==> config.mk <==
export PLATFORM = sky130hd
export DESIGN_NAME = btn_1hot_to_bcd_2bit
export DESIGN_NICKNAME = d
export VERILOG_FILES = /design/src/rtl/btn_1hot_to_bcd_2bit.sv
export SDC_FILE = /design/constraint.sdc
export NUM_CORES = 1
export LEC_CHECK = 0
export CORE_UTILIZATION = 40
export CTS_BUF_LIST = sky130_fd_sc_hd__clkbuf_4
export DETAILED_ROUTE_END_ITERATION = 8
export HOLD_SLACK_MARGIN = 0.15
export MAX_ROUTING_LAYER = met4
export PLACE_DENSITY = 0.55
export RECOVER_POWER = 25
export SLEW_MARGIN = 20
export SYNTH_ARGS = -nofsm -noshare
export SYNTH_HDL_FRONTEND = slang
export SYNTH_SLANG_ARGS = --single-unit
==> constraint.sdc <==
create_clock -name clk -period 3.06 [get_ports clk]
set_input_delay 0.459 -clock clk [delete_from_list [all_inputs] [get_ports clk]]
set_output_delay 0.459 -clock clk [all_outputs]
set_load 0.01 [all_outputs]
==> src/rtl/btn_1hot_to_bcd_2bit.sv <==
// Debounced one-hot button encoder: 4 raw button lines in, registered 2-bit
// code out with a VALID/ACK handshake plus ERR (multi-hot) and OVR (dropped) pulses.
module btn_1hot_to_bcd_2bit #(
  parameter int unsigned DEBOUNCE_CYCLES = 100000
) (
  input  logic       clk,
  input  logic       rst_n,
  input  logic [3:0] in_i,
  input  logic       ack_i,
  output logic [1:0] out_o,
  output logic       valid_o,
  output logic       err_o,
  output logic       ovr_o
);

  localparam logic [19:0] CNT_LAST = 20'(DEBOUNCE_CYCLES - 1);
  localparam logic [19:0] CNT_MAX  = '1;

  typedef enum logic [1:0] {IDLE, DEBOUNCE, HELD, RELEASE} state_t;

  state_t      state_q, state_d;
  logic [3:0]  s1_q, s2_q;
  logic [3:0]  smp_q, smp_d;
  logic [19:0] cnt_q, cnt_d, cnt_inc;
  logic [1:0]  out_q, out_d;
  logic        valid_q, valid_d;
  logic        err_q, err_d;
  logic        ovr_q, ovr_d;
  logic        accept;
  logic        onehot;
  logic [1:0]  enc;

  // Two-flop synchronizer; only s2_q is allowed to reach the FSM.
  always_ff @(posedge clk or negedge rst_n) begin
    if (!rst_n) begin
      s1_q <= 4'd0;
      s2_q <= 4'd0;
    end else begin
      s1_q <= in_i;
      s2_q <= s1_q;
    end
  end

  always_ff @(posedge clk or negedge rst_n) begin
    if (!rst_n) begin
      state_q <= IDLE;
      smp_q   <= 4'd0;
      cnt_q   <= 20'd0;
    end else begin
      state_q <= state_d;
      smp_q   <= smp_d;
      cnt_q   <= cnt_d;
    end
  end

  assign cnt_inc = (cnt_q == CNT_MAX) ? cnt_q : cnt_q + 20'd1;

  always_comb begin
    state_d = state_q;
    smp_d   = smp_q;
    cnt_d   = cnt_q;
    accept  = 1'b0;
    case (state_q)
      IDLE: begin
        if (s2_q != 4'd0) begin
          smp_d   = s2_q;
          cnt_d   = 20'd1;
          state_d = DEBOUNCE;
        end
      end
      DEBOUNCE: begin
        if (s2_q == 4'd0) begin
          state_d = IDLE;
        end else if (s2_q != smp_q) begin
          smp_d = s2_q;
          cnt_d = 20'd1;
        end else if (cnt_q == CNT_LAST) begin
          accept  = 1'b1;
          state_d = HELD;
        end else begin
          cnt_d = cnt_inc;
        end
      end
      HELD: begin
        // Pattern changes while held are ignored until a full release.
        if (s2_q == 4'd0) begin
          cnt_d   = 20'd1;
          state_d = RELEASE;
        end
      end
      RELEASE: begin
        if (s2_q != 4'd0)          state_d = HELD;
        else if (cnt_q == CNT_LAST) state_d = IDLE;
        else                        cnt_d   = cnt_inc;
      end
      default: state_d = IDLE;
    endcase
  end

  assign onehot = (smp_q != 4'd0) && ((smp_q & (smp_q - 4'd1)) == 4'd0);

  always_comb begin
    case (smp_q)
      4'b0010: enc = 2'd1;
      4'b0100: enc = 2'd2;
      4'b1000: enc = 2'd3;
      default: enc = 2'd0;
    endcase
  end

  // A same-edge ACK frees the slot, so a fresh code then wins over the clear.
  always_comb begin
    out_d   = out_q;
    valid_d = valid_q && !ack_i;
    err_d   = 1'b0;
    ovr_d   = 1'b0;
    if (accept) begin
      if (!onehot) begin
        err_d   = 1'b1;
        valid_d = valid_q && !ack_i;
      end else if (valid_q && !ack_i) begin
        ovr_d = 1'b1;
      end else begin
        out_d   = enc;
        valid_d = 1'b1;
      end
    end
  end

  always_ff @(posedge clk or negedge rst_n) begin
    if (!rst_n) begin
      out_q   <= 2'd0;
      valid_q <= 1'b0;
      err_q   <= 1'b0;
      ovr_q   <= 1'b0;
    end else begin
      out_q   <= out_d;
      valid_q <= valid_d;
      err_q   <= err_d;
      ovr_q   <= ovr_d;
    end
  end

  assign out_o   = out_q;
  assign valid_o = valid_q;
  assign err_o   = err_q;
  assign ovr_o   = ovr_q;

endmodule
==> impl_metrics.json, run 1 <==
{
  "io_buffers": 11,
  "grt_pass1_vias": 1482,
  "rsz0062_at_grt": "false",
  "hold_violations": 0,
  "synth_top_area_cell": "dfrtp_1",
  "cpMaxStageDelayCell": "or4_1",
  "routed.top_layer": "met4",
  "drv_cap": 1,
  "clock_latency_ns": 0.34,
  "ys_seq_elements": 39,
  "p_per_area_nw_per_um2": 407,
  "whs_ns": 0.364,
  "place_congestion": 0.926,
  "worstSetupEndpointType": "flop",
  "post_cts_buffers": 0,
  "synth_xor_area_frac": 0.0333,
  "synth.avg_cell_area_um2": 10.0,
  "synthArstFlopShare": 1.00,
  "cts_made_buffers": 5,
  "synth_top_cell_area_share": 0.463,
  "cts_tree": "done",
  "dr.pass1.iters": 4,
  "path_cells": "nor4_4 -> xnor2_1 -> buf_4 -> nand3_1 -> or4_1 -> a21oi_1",
  "synth-edff-count": 0,
  "synthToLayoutAreaGrowth_pct": 10.5,
  "route.met2.wl_um": 2020,
  "final_max_slew_viol_count": 40,
  "post-route-util": 0.458,
  "synth_top_family_by_area": "simple AND/OR/NAND/NOR gates",
  "design_area_um2": 2330,
  "antenna_cells": 0,
  "core_um2": 5070,
  "syn-num-nets": 218,
  "synth_area_um2": 2110,
  "start_util": 0.415,
  "antenna_found_initial": 0,
  "yosysSeqAreaShare": 0.463,
  "setup_viol": 0,
  "grt_max_degree": 40,
  "grt_pass1_wl_um": 7090,
  "drt-met1-wl_um": 2090,
  "synth-compound-area-share": 0.146,
  "clock.fmax_mhz": 421,
  "clock_path_buffers": 2,
  "p_leak_nw": 0.847,
  "postCtsHoldBufs": 0,
  "met3_length_um": 205,
  "ys_top_cells_by_area": "dfrtp_1, nand4_1, or3_1, mux2_2, nand2_1",
  "track_usage": 0.176,
  "fp.dieH_um": 74.6,
  "drcViolationCount": 0,
  "num_vias": 1690,
  "placed_cell_area_um2": 2250,
  "fin_crit_sh": 0.776,
  "slew_headroom": -0.384,
  "rows": 26,
  "wirelength_um": 4340,
  "criticalPathCategory": "flop to flop",
  "drive_above_1_share": 0.122,
  "critPathMaxStageDelay_ns": 0.58,
  "grt-ovfl-total": 0,
  "finalCriticalPeriod_ns": 2.37,
  "peakVddDrop_v": 0.000213,
  "die-area_um2": 5560,
  "synthSimpleGateAreaFrac": 0.272,
  "post_cts_resized": 0,
  "cp_max_fo": 13,
  "fin_tns_setup_ns": 0,
  "synth_ff_type": "dfrtp_1",
  "fin_nets": 228,
  "synthCells": 210,
  "io_pins": 12,
  "startpoint_type": "flop",
  "clock-sinks": 39,
  "die_w_um": 74.6,
  "tightest_slew_ns": 2.08,
  "viasPerCell": 5.81,
  "ant_nets": 0,
  "clk_pin_slew_worst_paths_ns": 0.13,
  "violations": "max-capacitance violations, max-slew violations",
  "clockRootBuffer": "clkbuf_4",
  "arrival_ns": 2.65,
  "synthAdderAreaFrac": 0.00594,
  "hp-class": "flop to flop",
  "htree_levels": 2,
  "hpwl_um": 3130,
  "worstPathRequired_ns": 3.34,
  "synth.distinct_cells": 49,
  "yosys_warnings": 0,
  "synth_mux_area_frac": 0.0463,
  "worst_clock_skew_ns": 0.0118,
  "wl_per_cell_um": 14.9,
  "first_iter_violations": 187,
  "status": "complete, but fails checks"
}
-- flip-flops by register name (all words and copies together) (netlist names), named ones only --
signal   count
s2_q         4
cnt_q       20
s1_q         4
out_o        2
state_q      1
ovr_o        1
valid_o      1
smp_q        4
err_o        1
-- cell usage after synthesis, drive strengths merged (2+ instances only) --
| cell | count |
|---|---|
| nor3b | 2 |
| o21ai | 15 |
| or4 | 6 |
| o31ai | 5 |
| nand3 | 9 |
| mux2 | 6 |
| mux2i | 3 |
| dfrtp | 39 |
| o22ai | 2 |
| and3 | 4 |
| clkbuf | 3 |
| or3 | 10 |
| inv | 3 |
| nor4 | 6 |
| nand2 | 15 |
| xnor2 | 2 |
| nor2 | 12 |
| xor2 | 6 |
| buf | 6 |
| and4 | 5 |
| nand4 | 13 |
| nand2b | 2 |
| o211ai | 3 |
| and2 | 4 |
| nor3 | 5 |
| a21oi | 13 |
-- metrics by stage --
stage	instances	power, mW	worst slack [ns]
floorplan	210	0.584	1.01
global route	291	0.982	0.568
detailed placement	283	0.611	0.697
global placement	283	0.607	0.780
finish	291	0.946	0.687
CTS	291	0.960	0.685
-- path summary, 6_finish.rpt --
check | startpoint | end | slack, ns | cells past startpoint
max in group asynchronous | rst_n | async pin | 1.17 | 1
max | s2_q[0] | cnt_q[13] | 0.69 | 6
min | s1_q[3] | s2_q[3] | 0.36 | 0
max reg2reg | s2_q[0] | cnt_q[13] | 0.69 | 6
min in group asynchronous | rst_n | cnt_q[13] | 0.69 | 1
min reg2reg | s1_q[3] | s2_q[3] | 0.36 | 0
-- metal layers --
| metal | GRT usage | vias to the layer above |
|---|---|---|
| li1 | - | 817 |
| met1 | 0.250 | 820 |
| met2 | 0.245 | 51 |
| met3 | 0.0352 | 2 |
| met4 | 0.0629 | 0 |
| met5 | - | - |
-- final cells by class --
class	instances	area (um^2)
clock buffers	5	37.5
well taps	70	87.6
fillers	504	2750
flip-flops and latches	39	976
inverters	3	11.3
repair buffers	12	111
clock inverters	3	43.8
multi-input cells	159	1060
-- power breakdown --
| part | total (mW) | switching [mW] | internal, mW | leakage, nW |
|---|---|---|---|---|
| clock network | 0.347 | 0.175 | 0.172 | 0.0452 |
| registers | 0.540 | 0.0134 | 0.527 | 0.502 |
| logic | 0.0588 | 0.0354 | 0.0234 | 0.300 |
-- cell usage in the layout, fill, tap and decap left out, drive strengths merged, types with 3 or more instances in the layout --
cell           count
a21oi             13
and2               4
and3               4
and4               5
clkbuf             6
clkdlybuf4s50      6
dfrtp             39
dlygate4sd3        4
inv                3
mux2               6
mux2i              3
nand2             15
nand3              9
nand4             13
nor2              12
nor3               5
nor4               6
o211ai             3
o21ai             15
o31ai              5
or3               10
or4                6
xor2               6
-- worst max-delay path: cells and delay by family (launching register included) --
kind                      cells  cell delay (ns)
and+or+nand+nor               3             1.31
DFF                           1             0.45
buffers and inverters         1             0.22
xor gates and xnor gates      1             0.18
AOI/OAI and AO/OA             1             0.16
-- cells by family after synthesis --
family	Yosys count
adder cells (fa/ha/maj)	1
buffers and inverters	12
AO/OA/AOI/OAI	45
flip-flops	39
XOR/XNOR	8
multiplexers	9
AND/OR/NAND/NOR	96
(Power assumes the default switching activity.)
==> run 2: changes to the inputs <==
==> constraint.sdc (replaced) <==
create_clock -name clk -period 2.42 [get_ports clk]
set_input_delay 0.363 -clock clk [delete_from_list [all_inputs] [get_ports clk]]
set_output_delay 0.363 -clock clk [all_outputs]
set_load 0.01 [all_outputs]
==> impl_metrics.json, run 2 (synthesis results as in run 1) <==
{
  "track_usage": 0.180,
  "fin_cells": 296,
  "clock_path_buffers": 2,
  "multi_input_area_um2": 1060,
  "antenna_found_initial": 0,
  "antenna_cells": 0,
  "fin_tns_setup_ns": 0,
  "finalCriticalPeriod_ns": 2.17,
  "die_w_um": 74.6,
  "regToRegSetupSlack_ns": 0.25,
  "fp.dieH_um": 74.6,
  "synthToLayoutAreaGrowth_pct": 13.5,
  "worst_clock_skew_ns": 0.0122,
  "io_pins": 12,
  "grt-ovfl-total": 0,
  "num_vias": 1686,
  "status": "finished clean",
  "worstReg2RegStart": "s2_q[0]",
  "met3_length_um": 251,
  "ant_nets": 0,
  "cp_max_fo": 8,
  "route.met2.wl_um": 1930,
  "setup_ws_ns": 0.250,
  "post-route-util": 0.471,
  "cts_tree": "done",
  "worstPathRequired_ns": 2.70,
  "cts_made_buffers": 5,
  "post_cts_resized": 0,
  "rows": 26,
  "pre_cts_ws_ns": 0.262,
  "wirelength_um": 4310,
  "viasPerCell": 5.70,
  "drive_above_1_share": 0.142,
  "io_buffers": 11,
  "holdPathStages": 0,
  "rr_worst_depth": 5,
  "start_util": 0.415,
  "clockRootBuffer": "clkbuf_4",
  "regMostFlops": "cnt_q",
  "criticalPathCategory": "flop to flop",
  "placed_cell_area_um2": 2280,
  "worstHoldStart": "s1_q[3]",
  "clock_latency_ns": 0.36,
  "first_iter_violations": 149,
  "grt_max_degree": 40,
  "design_area_um2": 2390,
  "place_congestion": 0.900,
  "whs_ns": 0.362,
  "grt_pass1_vias": 1578,
  "dr.pass1.iters": 4,
  "grt_pass1_wl_um": 7310,
  "clock.fmax_mhz": 461,
  "hpwl_um": 3060,
  "htree_levels": 2,
  "p_leak_nw": 0.885,
  "wl_per_cell_um": 14.6,
  "largest_reg_flops": 20,
  "worstSetupEndpointType": "flop",
  "dpl.cell_count": 287,
  "peakVddDrop_v": 0.000379,
  "slew_headroom": 0.344,
  "layout_commonest_cell": "dfrtp_1",
  "drt-met1-wl_um": 2030,
  "fin_nets": 233,
  "fin_crit_sh": 0.897,
  "clk_pin_slew_worst_paths_ns": 0.11,
  "num-fill-cells": 507,
  "final_cell_mix": "dfrtp_1, nand2_1, nand4_1, nor2_1, a21oi_1",
  "core_um2": 5070,
  "holdPathEnd": "s2_q[3]",
  "drcViolationCount": 0,
  "arrival_ns": 2.45,
  "final_max_slew_viol_count": 0,
  "power.total_mw": 1.32,
  "r2r_end": "cnt_q[13]",
  "hold_violations": 0,
  "tightest_slew_ns": 0.984,
  "drv_cap": 0,
  "routed.top_layer": "met4",
  "die-area_um2": 5560,
  "setup_viol": 0,
  "hp-class": "flop to flop",
  "startpoint_type": "flop",
  "clock-sinks": 39,
  "rsz0062_at_grt": "false",
  "p_per_area_nw_per_um2": 551,
  "ff_latch_area_um2": 976
}
==> run 2: routing by layer <==
layer  vias up  GRT usage
li1        818          -
met1       800      0.242
met2        58      0.257
met3        10     0.0461
met4         0     0.0713
met5         -          -
==> run 2: cell type report <==
| class | instances | share of cell area |
|---|---|---|
| Multi-Input combinational cell | 159 | 0.443 |
| Sequential cell | 39 | 0.408 |
| Timing Repair Buffer | 17 | 0.0638 |
| Tap cell | 70 | 0.0366 |
| Clock inverter | 2 | 0.0251 |
| Clock buffer | 6 | 0.0188 |
| Inverter | 3 | 0.00471 |
==> run 2: worst max-delay path, cell delays in order (launching register included) <==
cell,delay [ns]
dfrtp_1,0.44
nor4_4,0.48
xnor2_1,0.21
nand3_1,0.25
or4_1,0.56
a21oi_1,0.17
==> run 2: power breakdown <==
part	internal (mW)	total, mW	switching (mW)
combinational	0.0340	0.0793	0.0453
sequential	0.666	0.683	0.0173
clock	0.334	0.555	0.221
==> run 2: worst max-delay path by stage <==
| stage | start | end | cells past startpoint |
|---|---|---|---|
| 2_1_floorplan | s2_q[0] | cnt_q[12] | 5 |
| 3_3_place_gp | s2_q[0] | cnt_q[12] | 5 |
| 3_5_place_dp | s2_q[0] | cnt_q[15] | 5 |
| 4_1_cts | s2_q[0] | cnt_q[13] | 5 |
| 5_1_grt | s2_q[0] | cnt_q[15] | 5 |
| 6_report | s2_q[0] | cnt_q[13] | 5 |
==> run 2: timing repair <==
action | 4_1_cts | 5_1_grt
endpoints found under the hold margin | 11 | 0
hold buffers | 1 | 0
setup buffers | 0 | 0
setup endpoints to repair | 0 | 0
